## config.mk

```make
export PLATFORM = sky130hd
export DESIGN_NAME = rv32i_lsu_flat
export DESIGN_NICKNAME = d
export VERILOG_FILES = /design/src/rtl/rv32i_lsu_if.sv /design/src/rtl/rv32i_lsu.sv /design/src/flat_wrapper.sv
export SDC_FILE = /design/constraint.sdc
export NUM_CORES = 1
export LEC_CHECK = 0
export CORE_ASPECT_RATIO = 0.9
export CORE_MARGIN = 2
export CORE_UTILIZATION = 35
export DETAILED_ROUTE_END_ITERATION = 16
export PLACE_DENSITY_LB_ADDON = 0.12
export SYNTH_ARGS = -nofsm -noshare
export SYNTH_HDL_FRONTEND = slang
export SYNTH_SLANG_ARGS = --single-unit
```

## constraint.sdc

```tcl
create_clock -name I_CLK -period 2.3 [get_ports I_CLK]
set_input_delay 0.46 -clock I_CLK [delete_from_list [all_inputs] [get_ports I_CLK]]
set_output_delay 0.46 -clock I_CLK [all_outputs]
set_load 0.005 [all_outputs]
```

## src/rtl/rv32i_lsu_if.sv

```systemverilog
// rv32i_lsu_if: valid/ready data-bus bundle between the load/store unit and
// the data memory. A single request channel carries address, write enable,
// byte strobes and write data. A separate read-return channel carries the
// read word.
//
//   O_MEM_VALID  LSU -> mem  request valid
//   O_MEM_WE     LSU -> mem  1 = write
//   O_MEM_ADDR   LSU -> mem  word-aligned byte address
//   O_MEM_WSTRB  LSU -> mem  byte-lane enables (0 for reads)
//   O_MEM_WDATA  LSU -> mem  lane-replicated write data
//   I_MEM_READY  mem -> LSU  request accepted this cycle
//   I_MEM_RVALID mem -> LSU  read data valid
//   I_MEM_RDATA  mem -> LSU  read word
interface rv32i_lsu_if;
  logic        O_MEM_VALID;
  logic        O_MEM_WE;
  logic [31:0] O_MEM_ADDR;
  logic [3:0]  O_MEM_WSTRB;
  logic [31:0] O_MEM_WDATA;
  logic        I_MEM_READY;
  logic        I_MEM_RVALID;
  logic [31:0] I_MEM_RDATA;

  modport master (
    output O_MEM_VALID, O_MEM_WE, O_MEM_ADDR, O_MEM_WSTRB, O_MEM_WDATA,
    input  I_MEM_READY, I_MEM_RVALID, I_MEM_RDATA
  );

  modport slave (
    input  O_MEM_VALID, O_MEM_WE, O_MEM_ADDR, O_MEM_WSTRB, O_MEM_WDATA,
    output I_MEM_READY, I_MEM_RVALID, I_MEM_RDATA
  );
endinterface

```

## src/rtl/rv32i_lsu.sv

```systemverilog
// rv32i_lsu: RV32I load/store unit with a single outstanding bus transaction.
// It takes the EX-stage effective address and rs2 data. It checks request
// legality (type, funct3, alignment) and issues one bus request. Store data
// is replicated across byte lanes and strobed. Load data is extracted and
// sign- or zero-extended, then returned to writeback. All outputs are
// registered.
//
// Ports:
//   I_CLK, I_RSTN      clock (rising edge), asynchronous active-low reset
//   I_REQ ... I_RD_IDX request from EX; sampled only while O_BUSY=0
//   O_BUSY             transaction in progress; the core stalls
//   O_ERR_REQ          1-cycle pulse for an illegal or misaligned request
//   O_ERR_TIMEOUT      1-cycle pulse when a transaction is aborted
//   mem                data-bus master (see rv32i_lsu_if)
//   O_WB_VALID         1-cycle pulse with O_WB_RD_IDX / O_WB_DATA
//   O_WB_DATA          held until the next writeback
module rv32i_lsu #(
  parameter int P_TIMEOUT_CYC = 255
) (
  input  logic               I_CLK,
  input  logic               I_RSTN,
  input  logic               I_REQ,
  input  logic               I_IS_LD,
  input  logic               I_IS_ST,
  input  logic [2:0]         I_FUNCT3,
  input  logic [31:0]        I_ADDR,
  input  logic [31:0]        I_ST_DATA,
  input  logic [4:0]         I_RD_IDX,
  output logic               O_BUSY,
  output logic               O_ERR_REQ,
  output logic               O_ERR_TIMEOUT,
  rv32i_lsu_if.master        mem,
  output logic               O_WB_VALID,
  output logic [4:0]         O_WB_RD_IDX,
  output logic [31:0]        O_WB_DATA
);

  typedef enum logic [1:0] {
    S_IDLE    = 2'd0,
    S_REQ     = 2'd1,
    S_WAIT_RD = 2'd2
  } state_t;

  // The counter value of the last permitted cycle. The transaction may
  // spend at most P_TIMEOUT_CYC cycles in REQ+WAIT_RD.
  localparam logic [7:0] LP_CNT_LAST = 8'(P_TIMEOUT_CYC - 1);
  localparam logic       LP_TO_EN    = (P_TIMEOUT_CYC != 0);

  state_t      state_q;
  logic [7:0]  cnt_q;
  logic [1:0]  a_q;
  logic [2:0]  f3_q;
  logic        is_ld_q;

  logic        busy_q;
  logic        err_req_q;
  logic        err_to_q;
  logic        mem_valid_q;
  logic        mem_we_q;
  logic [31:0] mem_addr_q;
  logic [3:0]  mem_wstrb_q;
  logic [31:0] mem_wdata_q;
  logic        wb_valid_q;
  logic [4:0]  wb_rd_q;
  logic [31:0] wb_data_q;

  logic        illegal_d;
  logic [3:0]  wstrb_d;
  logic [31:0] wdata_d;
  logic [31:0] rd_shift_d;
  logic [7:0]  ld_byte_d;
  logic [15:0] ld_half_d;
  logic [31:0] ld_data_d;
  logic        timeout_hit_d;

  // Request legality. The checks are ordered so that each type is tested
  // against its own funct3 space before the alignment checks.
  always_comb begin
    illegal_d = 1'b0;
    if (I_IS_LD == I_IS_ST) begin
      illegal_d = 1'b1;
    end else if (I_IS_LD && (I_FUNCT3 == 3'd3 || I_FUNCT3 == 3'd6 || I_FUNCT3 == 3'd7)) begin
      illegal_d = 1'b1;
    end else if (I_IS_ST && (I_FUNCT3 >= 3'd3)) begin
      illegal_d = 1'b1;
    end else if ((I_FUNCT3[1:0] == 2'b01) && I_ADDR[0]) begin
      illegal_d = 1'b1;
    end else if ((I_FUNCT3[1:0] == 2'b10) && (I_ADDR[1:0] != 2'b00)) begin
      illegal_d = 1'b1;
    end
  end

  // Store lanes. Data is replicated so that the memory only needs the
  // strobes to pick the right bytes.
  always_comb begin
    wstrb_d = 4'b1111;
    wdata_d = I_ST_DATA;
    case (I_FUNCT3[1:0])
      2'b00: begin
        wstrb_d = 4'b0001 << I_ADDR[1:0];
        wdata_d = {4{I_ST_DATA[7:0]}};
      end
      2'b01: begin
        wstrb_d = I_ADDR[1] ? 4'b1100 : 4'b0011;
        wdata_d = {2{I_ST_DATA[15:0]}};
      end
      default: begin
        wstrb_d = 4'b1111;
        wdata_d = I_ST_DATA;
      end
    endcase
  end

  // Load extraction uses the latched low address bits and funct3.
  always_comb begin
    rd_shift_d = mem.I_MEM_RDATA >> {a_q, 3'b000};
    ld_byte_d  = rd_shift_d[7:0];
    ld_half_d  = a_q[1] ? mem.I_MEM_RDATA[31:16] : mem.I_MEM_RDATA[15:0];
    case (f3_q)
      3'd0:    ld_data_d = {{24{ld_byte_d[7]}}, ld_byte_d};
      3'd1:    ld_data_d = {{16{ld_half_d[15]}}, ld_half_d};
      3'd4:    ld_data_d = {24'd0, ld_byte_d};
      3'd5:    ld_data_d = {16'd0, ld_half_d};
      default: ld_data_d = mem.I_MEM_RDATA;
    endcase
  end

  assign timeout_hit_d = LP_TO_EN && (cnt_q == LP_CNT_LAST);

  always_ff @(posedge I_CLK or negedge I_RSTN) begin
    if (!I_RSTN) begin
      state_q     <= S_IDLE;
      cnt_q       <= 8'd0;
      a_q         <= 2'd0;
      f3_q        <= 3'd0;
      is_ld_q     <= 1'b0;
      busy_q      <= 1'b0;
      err_req_q   <= 1'b0;
      err_to_q    <= 1'b0;
      mem_valid_q <= 1'b0;
      mem_we_q    <= 1'b0;
      mem_addr_q  <= 32'd0;
      mem_wstrb_q <= 4'd0;
      mem_wdata_q <= 32'd0;
      wb_valid_q  <= 1'b0;
      wb_rd_q     <= 5'd0;
      wb_data_q   <= 32'd0;
    end else begin
      err_req_q  <= 1'b0;
      err_to_q   <= 1'b0;
      wb_valid_q <= 1'b0;
      case (state_q)
        S_IDLE: begin
          if (I_REQ) begin
            if (illegal_d) begin
              err_req_q <= 1'b1;
            end else begin
              a_q         <= I_ADDR[1:0];
              f3_q        <= I_FUNCT3;
              is_ld_q     <= I_IS_LD;
              wb_rd_q     <= I_RD_IDX;
              mem_valid_q <= 1'b1;
              mem_we_q    <= I_IS_ST;
              mem_addr_q  <= {I_ADDR[31:2], 2'b00};
              mem_wstrb_q <= I_IS_ST ? wstrb_d : 4'd0;
              mem_wdata_q <= I_IS_ST ? wdata_d : 32'd0;
              busy_q      <= 1'b1;
              cnt_q       <= 8'd0;
              state_q     <= S_REQ;
            end
          end
        end

        S_REQ: begin
          // A store handshake completes the transaction and takes priority
          // over a timeout on the same cycle. A load handshake does not.
          if (mem.I_MEM_READY && !is_ld_q) begin
            mem_valid_q <= 1'b0;
            busy_q      <= 1'b0;
            state_q     <= S_IDLE;
          end else if (timeout_hit_d) begin
            mem_valid_q <= 1'b0;
            busy_q      <= 1'b0;
            err_to_q    <= 1'b1;
            state_q     <= S_IDLE;
          end else begin
            cnt_q <= cnt_q + 8'd1;
            if (mem.I_MEM_READY) begin
              mem_valid_q <= 1'b0;
              state_q     <= S_WAIT_RD;
            end
          end
        end

        S_WAIT_RD: begin
          if (mem.I_MEM_RVALID) begin
            wb_valid_q <= 1'b1;
            wb_data_q  <= ld_data_d;
            busy_q     <= 1'b0;
            state_q    <= S_IDLE;
          end else if (timeout_hit_d) begin
            busy_q   <= 1'b0;
            err_to_q <= 1'b1;
            state_q  <= S_IDLE;
          end else begin
            cnt_q <= cnt_q + 8'd1;
          end
        end

        default: begin
          busy_q      <= 1'b0;
          mem_valid_q <= 1'b0;
          state_q     <= S_IDLE;
        end
      endcase
    end
  end

  assign O_BUSY          = busy_q;
  assign O_ERR_REQ       = err_req_q;
  assign O_ERR_TIMEOUT   = err_to_q;
  assign mem.O_MEM_VALID = mem_valid_q;
  assign mem.O_MEM_WE    = mem_we_q;
  assign mem.O_MEM_ADDR  = mem_addr_q;
  assign mem.O_MEM_WSTRB = mem_wstrb_q;
  assign mem.O_MEM_WDATA = mem_wdata_q;
  assign O_WB_VALID      = wb_valid_q;
  assign O_WB_RD_IDX     = wb_rd_q;
  assign O_WB_DATA       = wb_data_q;

endmodule
```

## src/flat_wrapper.sv

```systemverilog
// flat-port wrapper written by rule: the top's interface ports become plain ports
module rv32i_lsu_flat 
#(
  parameter int P_TIMEOUT_CYC = 255
)
  (I_CLK, I_RSTN, I_REQ, I_IS_LD, I_IS_ST, I_FUNCT3, I_ADDR, I_ST_DATA, I_RD_IDX, O_BUSY, O_ERR_REQ, O_ERR_TIMEOUT, O_WB_VALID, O_WB_RD_IDX, O_WB_DATA, mem_O_MEM_VALID, mem_O_MEM_WE, mem_O_MEM_ADDR, mem_O_MEM_WSTRB, mem_O_MEM_WDATA, mem_I_MEM_READY, mem_I_MEM_RVALID, mem_I_MEM_RDATA);
  rv32i_lsu_if mem_i ();
  input  logic I_CLK;
  input  logic I_RSTN;
  input  logic I_REQ;
  input  logic I_IS_LD;
  input  logic I_IS_ST;
  input  logic [2:0] I_FUNCT3;
  input  logic [31:0] I_ADDR;
  input  logic [31:0] I_ST_DATA;
  input  logic [4:0] I_RD_IDX;
  output logic O_BUSY;
  output logic O_ERR_REQ;
  output logic O_ERR_TIMEOUT;
  output logic O_WB_VALID;
  output logic [4:0] O_WB_RD_IDX;
  output logic [31:0] O_WB_DATA;
  output wire logic [$bits(mem_i.O_MEM_VALID)-1:0] mem_O_MEM_VALID;
  output wire logic [$bits(mem_i.O_MEM_WE)-1:0] mem_O_MEM_WE;
  output wire logic [$bits(mem_i.O_MEM_ADDR)-1:0] mem_O_MEM_ADDR;
  output wire logic [$bits(mem_i.O_MEM_WSTRB)-1:0] mem_O_MEM_WSTRB;
  output wire logic [$bits(mem_i.O_MEM_WDATA)-1:0] mem_O_MEM_WDATA;
  input wire logic [$bits(mem_i.I_MEM_READY)-1:0] mem_I_MEM_READY;
  input wire logic [$bits(mem_i.I_MEM_RVALID)-1:0] mem_I_MEM_RVALID;
  input wire logic [$bits(mem_i.I_MEM_RDATA)-1:0] mem_I_MEM_RDATA;
  assign mem_O_MEM_VALID = mem_i.O_MEM_VALID;
  assign mem_O_MEM_WE = mem_i.O_MEM_WE;
  assign mem_O_MEM_ADDR = mem_i.O_MEM_ADDR;
  assign mem_O_MEM_WSTRB = mem_i.O_MEM_WSTRB;
  assign mem_O_MEM_WDATA = mem_i.O_MEM_WDATA;
  assign mem_i.I_MEM_READY = mem_I_MEM_READY;
  assign mem_i.I_MEM_RVALID = mem_I_MEM_RVALID;
  assign mem_i.I_MEM_RDATA = mem_I_MEM_RDATA;
  rv32i_lsu #(.P_TIMEOUT_CYC(P_TIMEOUT_CYC)) u_core (.I_CLK(I_CLK), .I_RSTN(I_RSTN), .I_REQ(I_REQ), .I_IS_LD(I_IS_LD), .I_IS_ST(I_IS_ST), .I_FUNCT3(I_FUNCT3), .I_ADDR(I_ADDR), .I_ST_DATA(I_ST_DATA), .I_RD_IDX(I_RD_IDX), .O_BUSY(O_BUSY), .O_ERR_REQ(O_ERR_REQ), .O_ERR_TIMEOUT(O_ERR_TIMEOUT), .mem(mem_i), .O_WB_VALID(O_WB_VALID), .O_WB_RD_IDX(O_WB_RD_IDX), .O_WB_DATA(O_WB_DATA));
endmodule
```

======== After elaboration in Yosys (flattened, before gate mapping) ========
Index checks and enable logic that the tools add are counted.
cells by class
  $add $sub $neg .......................... 1
  magnitude comparators ................... 1
  equal/unequal tests ..................... 18
  shift operators ......................... 2
  multiplexer cells ....................... 45
  bitwise operators ....................... 2
  reductions and logical operators ........ 19
operator list
  operator             number
  $pmux 32 s4          1
  $pmux 32 s2          1
  $mux 8               5
  $mux 32              1
  $shr 32x5->8         1
  $pmux 8 s3           1
  $mux 1               21
  $mux 16              1
  $mux 2               7
  $eq 3x3->1 const B   4
  $add 8x1->8 const B  1
  $eq 8x8->1 const B   1
  $mux 4               2
  $ne 2x2->1 const B   4
  $pmux 4 s2           1
  $reduce_and 4->1     2
  $pmux 1 s3           2
  $pmux 2 s3           1
  $logic_and 1x1->1    5
  $reduce_and 5->1     1
  $eq 2x1->1 const B   2
  $eq 2x2->1 const B   2
  $logic_not 2->1      2
  $ne 4x2->1 const B   1
  15 further kinds     18
storage, ports and cells
  register bits ........................... 125
  input bits .............................. 111
  output and inout port bits .............. 111
  logic and storage cells ................. 104

======== Logic depth before layout (Yosys ltp) ========
  depth after elaboration ................. 10
  mapped depth ............................ 9
  gate-level depth less buffers ........... 7

======== Least setup slack after synthesis ========
OpenSTA, ideal clock, no wires.
  path kind ............................... reg2reg
  start point ............................. register u_core.state_q[0]
  end point ............................... register u_core.cnt_q[7]
  library setup time ...................... 104 ps
  arrival time ............................ 2004 ps
  data required time ...................... 2196 ps
  setup slack ............................. 192 ps
  cell stages (with the launch flop) ...... 10
  path buffers ............................ 2
  clock period less this slack ............ 2108 ps
  path through ............................ dfrtp_1 -> inv_1 -> ha_1 -> nand2_1 -> inv_1 -> a2111o_1 -> buf_6 -> or3_1 -> buf_2 -> o41ai_2
on the way
  word-level cells in the longest chain between the ends .. 3
  elaborated cells between the ends (all ways) .. 10
  classes of those cells .................. eq/ne (6); mux (1); reduce/logical (3)
ends and longest elaborated chain
  element                                                    line              source
  from (decl)                                                rv32i_lsu.sv:49   state_t state_q;
  from (signal assigned)                                     rv32i_lsu.sv:132  state_q <= S_IDLE;
  from (signal assigned)                                     rv32i_lsu.sv:169  state_q <= S_REQ;
  from (signal assigned)                                     rv32i_lsu.sv:180  state_q <= S_IDLE;
  $eq 2x1->1, or another cell as far along                   rv32i_lsu.sv:152  case (state_q)
  $ne 2x2->1 (no line) or $reduce_bool 3->1 (tied branches)  n/a
  $reduce_and 5->1 (no line)                                 n/a
  to (signal assigned)                                       rv32i_lsu.sv:187  cnt_q <= cnt_q + 8'd1;
  to (signal assigned)                                       rv32i_lsu.sv:206  cnt_q <= cnt_q + 8'd1;
  to (decl)                                                  rv32i_lsu.sv:50   logic [7:0] cnt_q;
Several ways; a longest one is shown, not always the timed one.
A chain may end at the register's enable or synchronous reset.

======== Final worst setup path ========
  start point ............................. register u_core.cnt_q[0]
  end point ............................... register u_core.cnt_q[7]
on the way
  word-level cells in the longest chain between the ends .. 4
  elaborated cells between the ends (all ways) .. 6
  classes of those cells .................. add/sub (1); eq/ne (1); mux (4)
ends and longest elaborated chain
  element                                    line
  $add 8x1->8 or $eq 8x8->1 (tied branches)  rv32i_lsu.sv:187, rv32i_lsu.sv:206, rv32i_lsu.sv:128
  $mux 8 (*)                                 rv32i_lsu.sv:181, rv32i_lsu.sv:201
  $mux 8, on equally long branches           rv32i_lsu.sv:196, rv32i_lsu.sv:177
  $pmux 8 s3 (*)                             rv32i_lsu.sv:152
Every way passes the cells marked *; elsewhere a longest branch is shown, timed or not. The select of a mux whose other input is x is not followed.

==> flow_metrics.env <==
export IMPL_syn_to_final_growth_pct=52.8
export IMPL_synth_area_um2=6070
export IMPL_vdd_drop_max_uv=566
export IMPL_gp_congestion=0.825
export IMPL_rsz0062_at_grt="no"
export IMPL_grt_pass1_vias=5698
export IMPL_grt_use_met1=0.268
export IMPL_vias=5643
export IMPL_synthTopCellsByArea="dfrtp_1 52%, nand2_1 15%, nand3_1 5.4%, mux2_2 4.5%, o21ai_0 3.1%"
export IMPL_cts_buffers=17
export IMPL_hold_violations=2
export IMPL_cts_setup_buffers=0
export IMPL_fmaxAchievable_mhz=459
export IMPL_use_met2=0.327
export IMPL_maxSlewHeadroom=0.643
export IMPL_grt_pass1_wl_mm=29.6
export IMPL_first_pass_iters=6
export IMPL_muxShareOfSynthArea=0.0747
export IMPL_holdCritPathClass="in2async"
export IMPL_endpoint_kind="register"
export IMPL_yosysWarnings=0
export IMPL_cap_violations=0
export IMPL_synth_seq_cells=125
export IMPL_path_clk_slew_ps=60
export IMPL_leakage_uw=0.00431
export IMPL_ant_nets=0
export IMPL_clk_latency_ps=410
export IMPL_cts_root_buf="clkbuf_16"
export IMPL_path_class="reg2reg"
export IMPL_globalRouteTotalUtil=0.205
export IMPL_yosys_area_top_type_share=0.516
export IMPL_fin_crit_sh=0.948
export IMPL_synth_simple_gate_area_frac=0.252
export IMPL_outcome="complete, but fails checks"
export IMPL_fin_worst_skew_ps=12.4
export IMPL_n_antenna_cell=0
export IMPL_gr_usage_met3=0.0715
export IMPL_worst_pin_slew_ps=535
export IMPL_die_area_um2=18400
export IMPL_p_total_uw=10400
export IMPL_synth_xor_area_share=0.00144
export IMPL_antenna_found_initial=0
export IMPL_layout_nets=1031
export IMPL_io_buffers=219
export IMPL_drive_gt1_frac=0.105
export IMPL_cp_arrival_ps=2480
export IMPL_cts_hold_buf=0
export IMPL_cp_required_ps=2600
export IMPL_die_width_um=143
export IMPL_synth_enable_flop_cells=0
export IMPL_drt_vias_per_instance=4.86
export IMPL_core_um2=16900
export IMPL_tns_ps=0
export IMPL_post_cts_resize_count=0
export IMPL_cts_max_level=4
export IMPL_cts_tree="yes"
export IMPL_grt_busiest_layer="met2"
export IMPL_wl_per_cell_um=15.9
export IMPL_synth_compound_area_share=0.106
export IMPL_fill_cells=1525
export IMPL_dp_final_hpwl_mm=13.4
export IMPL_die_h_um=129
export IMPL_initial_utilization=0.358
export IMPL_ys_seq_area_frac=0.516
export IMPL_ys_dominant_reg_cell="dfrtp_1"
export IMPL_grt_ovfl_total=0
export IMPL_synth_top_family_by_area="simple AND/OR/NAND/NOR gates"
export IMPL_pre_cts_ws_ps=-176
export IMPL_drc_errors=0
export IMPL_avgSynthCellArea_um2=8.83
export IMPL_io_pins=222
export IMPL_cts_sinks=125
export IMPL_setup_viol=0
export IMPL_synthCells=687
export IMPL_synth_largest_area_cell="dfrtp_1"
export IMPL_crit_fanout=6
export IMPL_wirelength_mm=18.4
export IMPL_crit_path_start_kind="register"
export IMPL_drv_slew=0
export IMPL_synthArstFlopShare=1.00
export IMPL_cts_buffer_depth=2
export IMPL_first_iter_violations=333
export IMPL_fin_hold_ws_ps=-4.18
export IMPL_synth_adder_area_share=0.0124
export IMPL_yosysUniqueCellTypes=43
export IMPL_timing_final_crit_period_ps=2180
export IMPL_grt_max_degree=52
export IMPL_setup_ws_ps=120
export IMPL_p_per_area_nw_per_um2=1120
export IMPL_violations="hold timing"
export IMPL_row_count=45
## layout make-up
type | instances | area, um^2 | share of cell area
Clock buffer | 24 | 482 | 0.0520
Clock inverter | 7 | 87.6 | 0.00945
Inverter | 8 | 30.0 | 0.00324
Multi-Input combinational cell | 507 | 2720 | 0.293
Sequential cell | 125 | 3130 | 0.338
Tap cell | 235 | 294 | 0.0317
Timing Repair Buffer | 255 | 2530 | 0.273
## per-layer routing
metal,up-vias,wire length [um]
met5,-,0
li1,2762,-
met3,11,1420
met4,0,165
met1,2690,8120
met2,180,8700
## kinds of logic after synthesis
kind of cell | count (synthesis)
AND/OR/NAND/NOR | 359
flip-flops | 125
AO/OA/AOI/OAI | 98
buffers and inverters | 56
multiplexers | 41
adder cells (fa/ha/maj) | 6
other | 1
XOR/XNOR | 1
## worst max-delay path: stages (launching register included)
cell and delay (ps):
dfrtp_1 400, inv_1 70, ha_1 190, nand3_1 110, nor2_2 80, a2111o_1 420, or3_1 450, o41ai_2 340
## placed cells by master (no fill, tap or decap), types with 2 or more instances in the layout
cell	Yosys	routed
clkinv_2	0	4
nand3b_1	8	8
mux2i_1	16	16
o31ai_1	10	10
nand2b_1	10	10
dfrtp_1	125	125
nor2b_1	2	2
nor3_1	3	2
buf_12	0	5
nor2_1	28	28
inv_1	8	8
o22a_1	9	9
buf_4	2	31
a22oi_1	7	7
clkbuf_8	0	3
conb_1	1	2
nand3_1	65	65
a31oi_1	9	9
nand2_1	235	235
o21ai_0	37	37
bufinv_16	0	2
clkdlybuf4s50_1	0	218
clkbuf_16	0	17
a2111o_1	2	2
clkbuf_1	35	4
a21oi_1	14	14
ha_1	6	6
mux2_2	24	24
o41ai_2	2	2
## synthesized netlist by cell type, types with 2 or more instances
cell	count
nand2b_1	10
buf_1	7
nor3_1	3
clkbuf_1	35
a31oi_1	9
buf_4	2
a21oi_1	14
o31ai_1	10
o22a_1	9
buf_2	3
mux2i_1	16
dfrtp_1	125
mux2_2	24
nor2b_1	2
o41ai_2	2
a22oi_1	7
or3_1	2
a2111o_1	2
inv_1	8
o21ai_0	37
nand3_1	65
nand2_1	235
nand3b_1	8
nor2_1	28
ha_1	6
## state kept, by name, summed over array words and instances, names as in the netlist, 2 cells and up
signal and cells:
u_core.O_WB_DATA 32, u_core.mem.O_MEM_WDATA 32, u_core.mem.O_MEM_ADDR 30, u_core.cnt_q 8
u_core.O_WB_RD_IDX 5, u_core.mem.O_MEM_WSTRB 4, u_core.f3_q 3, u_core.a_q 2
u_core.state_q 2
## final timing paths
check	from	end	slack [ps]	cells past startpoint
setup / recovery	u_core.cnt_q[0]$_DFFE_PN0P_	u_core.cnt_q[7]$_DFFE_PN0P_	120	7
hold / removal	I_RSTN	u_core.cnt_q[6]$_DFFE_PN0P_	-4	1
setup reg to reg	u_core.cnt_q[0]$_DFFE_PN0P_	u_core.cnt_q[7]$_DFFE_PN0P_	120	7
hold reg to reg	u_core.mem.O_MEM_WDATA[2]$_DFFE_PN0P_	u_core.mem.O_MEM_WDATA[2]$_DFFE_PN0P_	460	2
max in group asynchronous	I_RSTN	u_core.O_WB_DATA[16]$_DFFE_PN0P_	1640	2
min in group I_CLK	u_core.mem.O_MEM_WDATA[2]$_DFFE_PN0P_	u_core.mem.O_MEM_WDATA[2]$_DFFE_PN0P_	460	2
## per-stage QoR
| step | hold WS (ps) | instances | cell area (um^2) | utilization |
|---|---|---|---|---|
| 2_1_floorplan | 164 | 688 | 6070 | - |
| 3_3_place_gp | 445 | 1130 | 8700 | 0.513 |
| 3_5_place_dp | 451 | 1130 | 8700 | 0.513 |
| 4_1_cts | 8.72 | 1161 | 9270 | 0.547 |
| 5_1_grt | 17.5 | 1161 | 9270 | 0.547 |
| 6_report | -4.18 | 1161 | 9270 | 0.547 |
## where the power goes
group	switching (uW)	internal (uW)	total (uW)
Combinational	1740	2350	4090
Clock	942	1670	2610
Sequential	570	3080	3650
(Power assumes the default switching activity.)
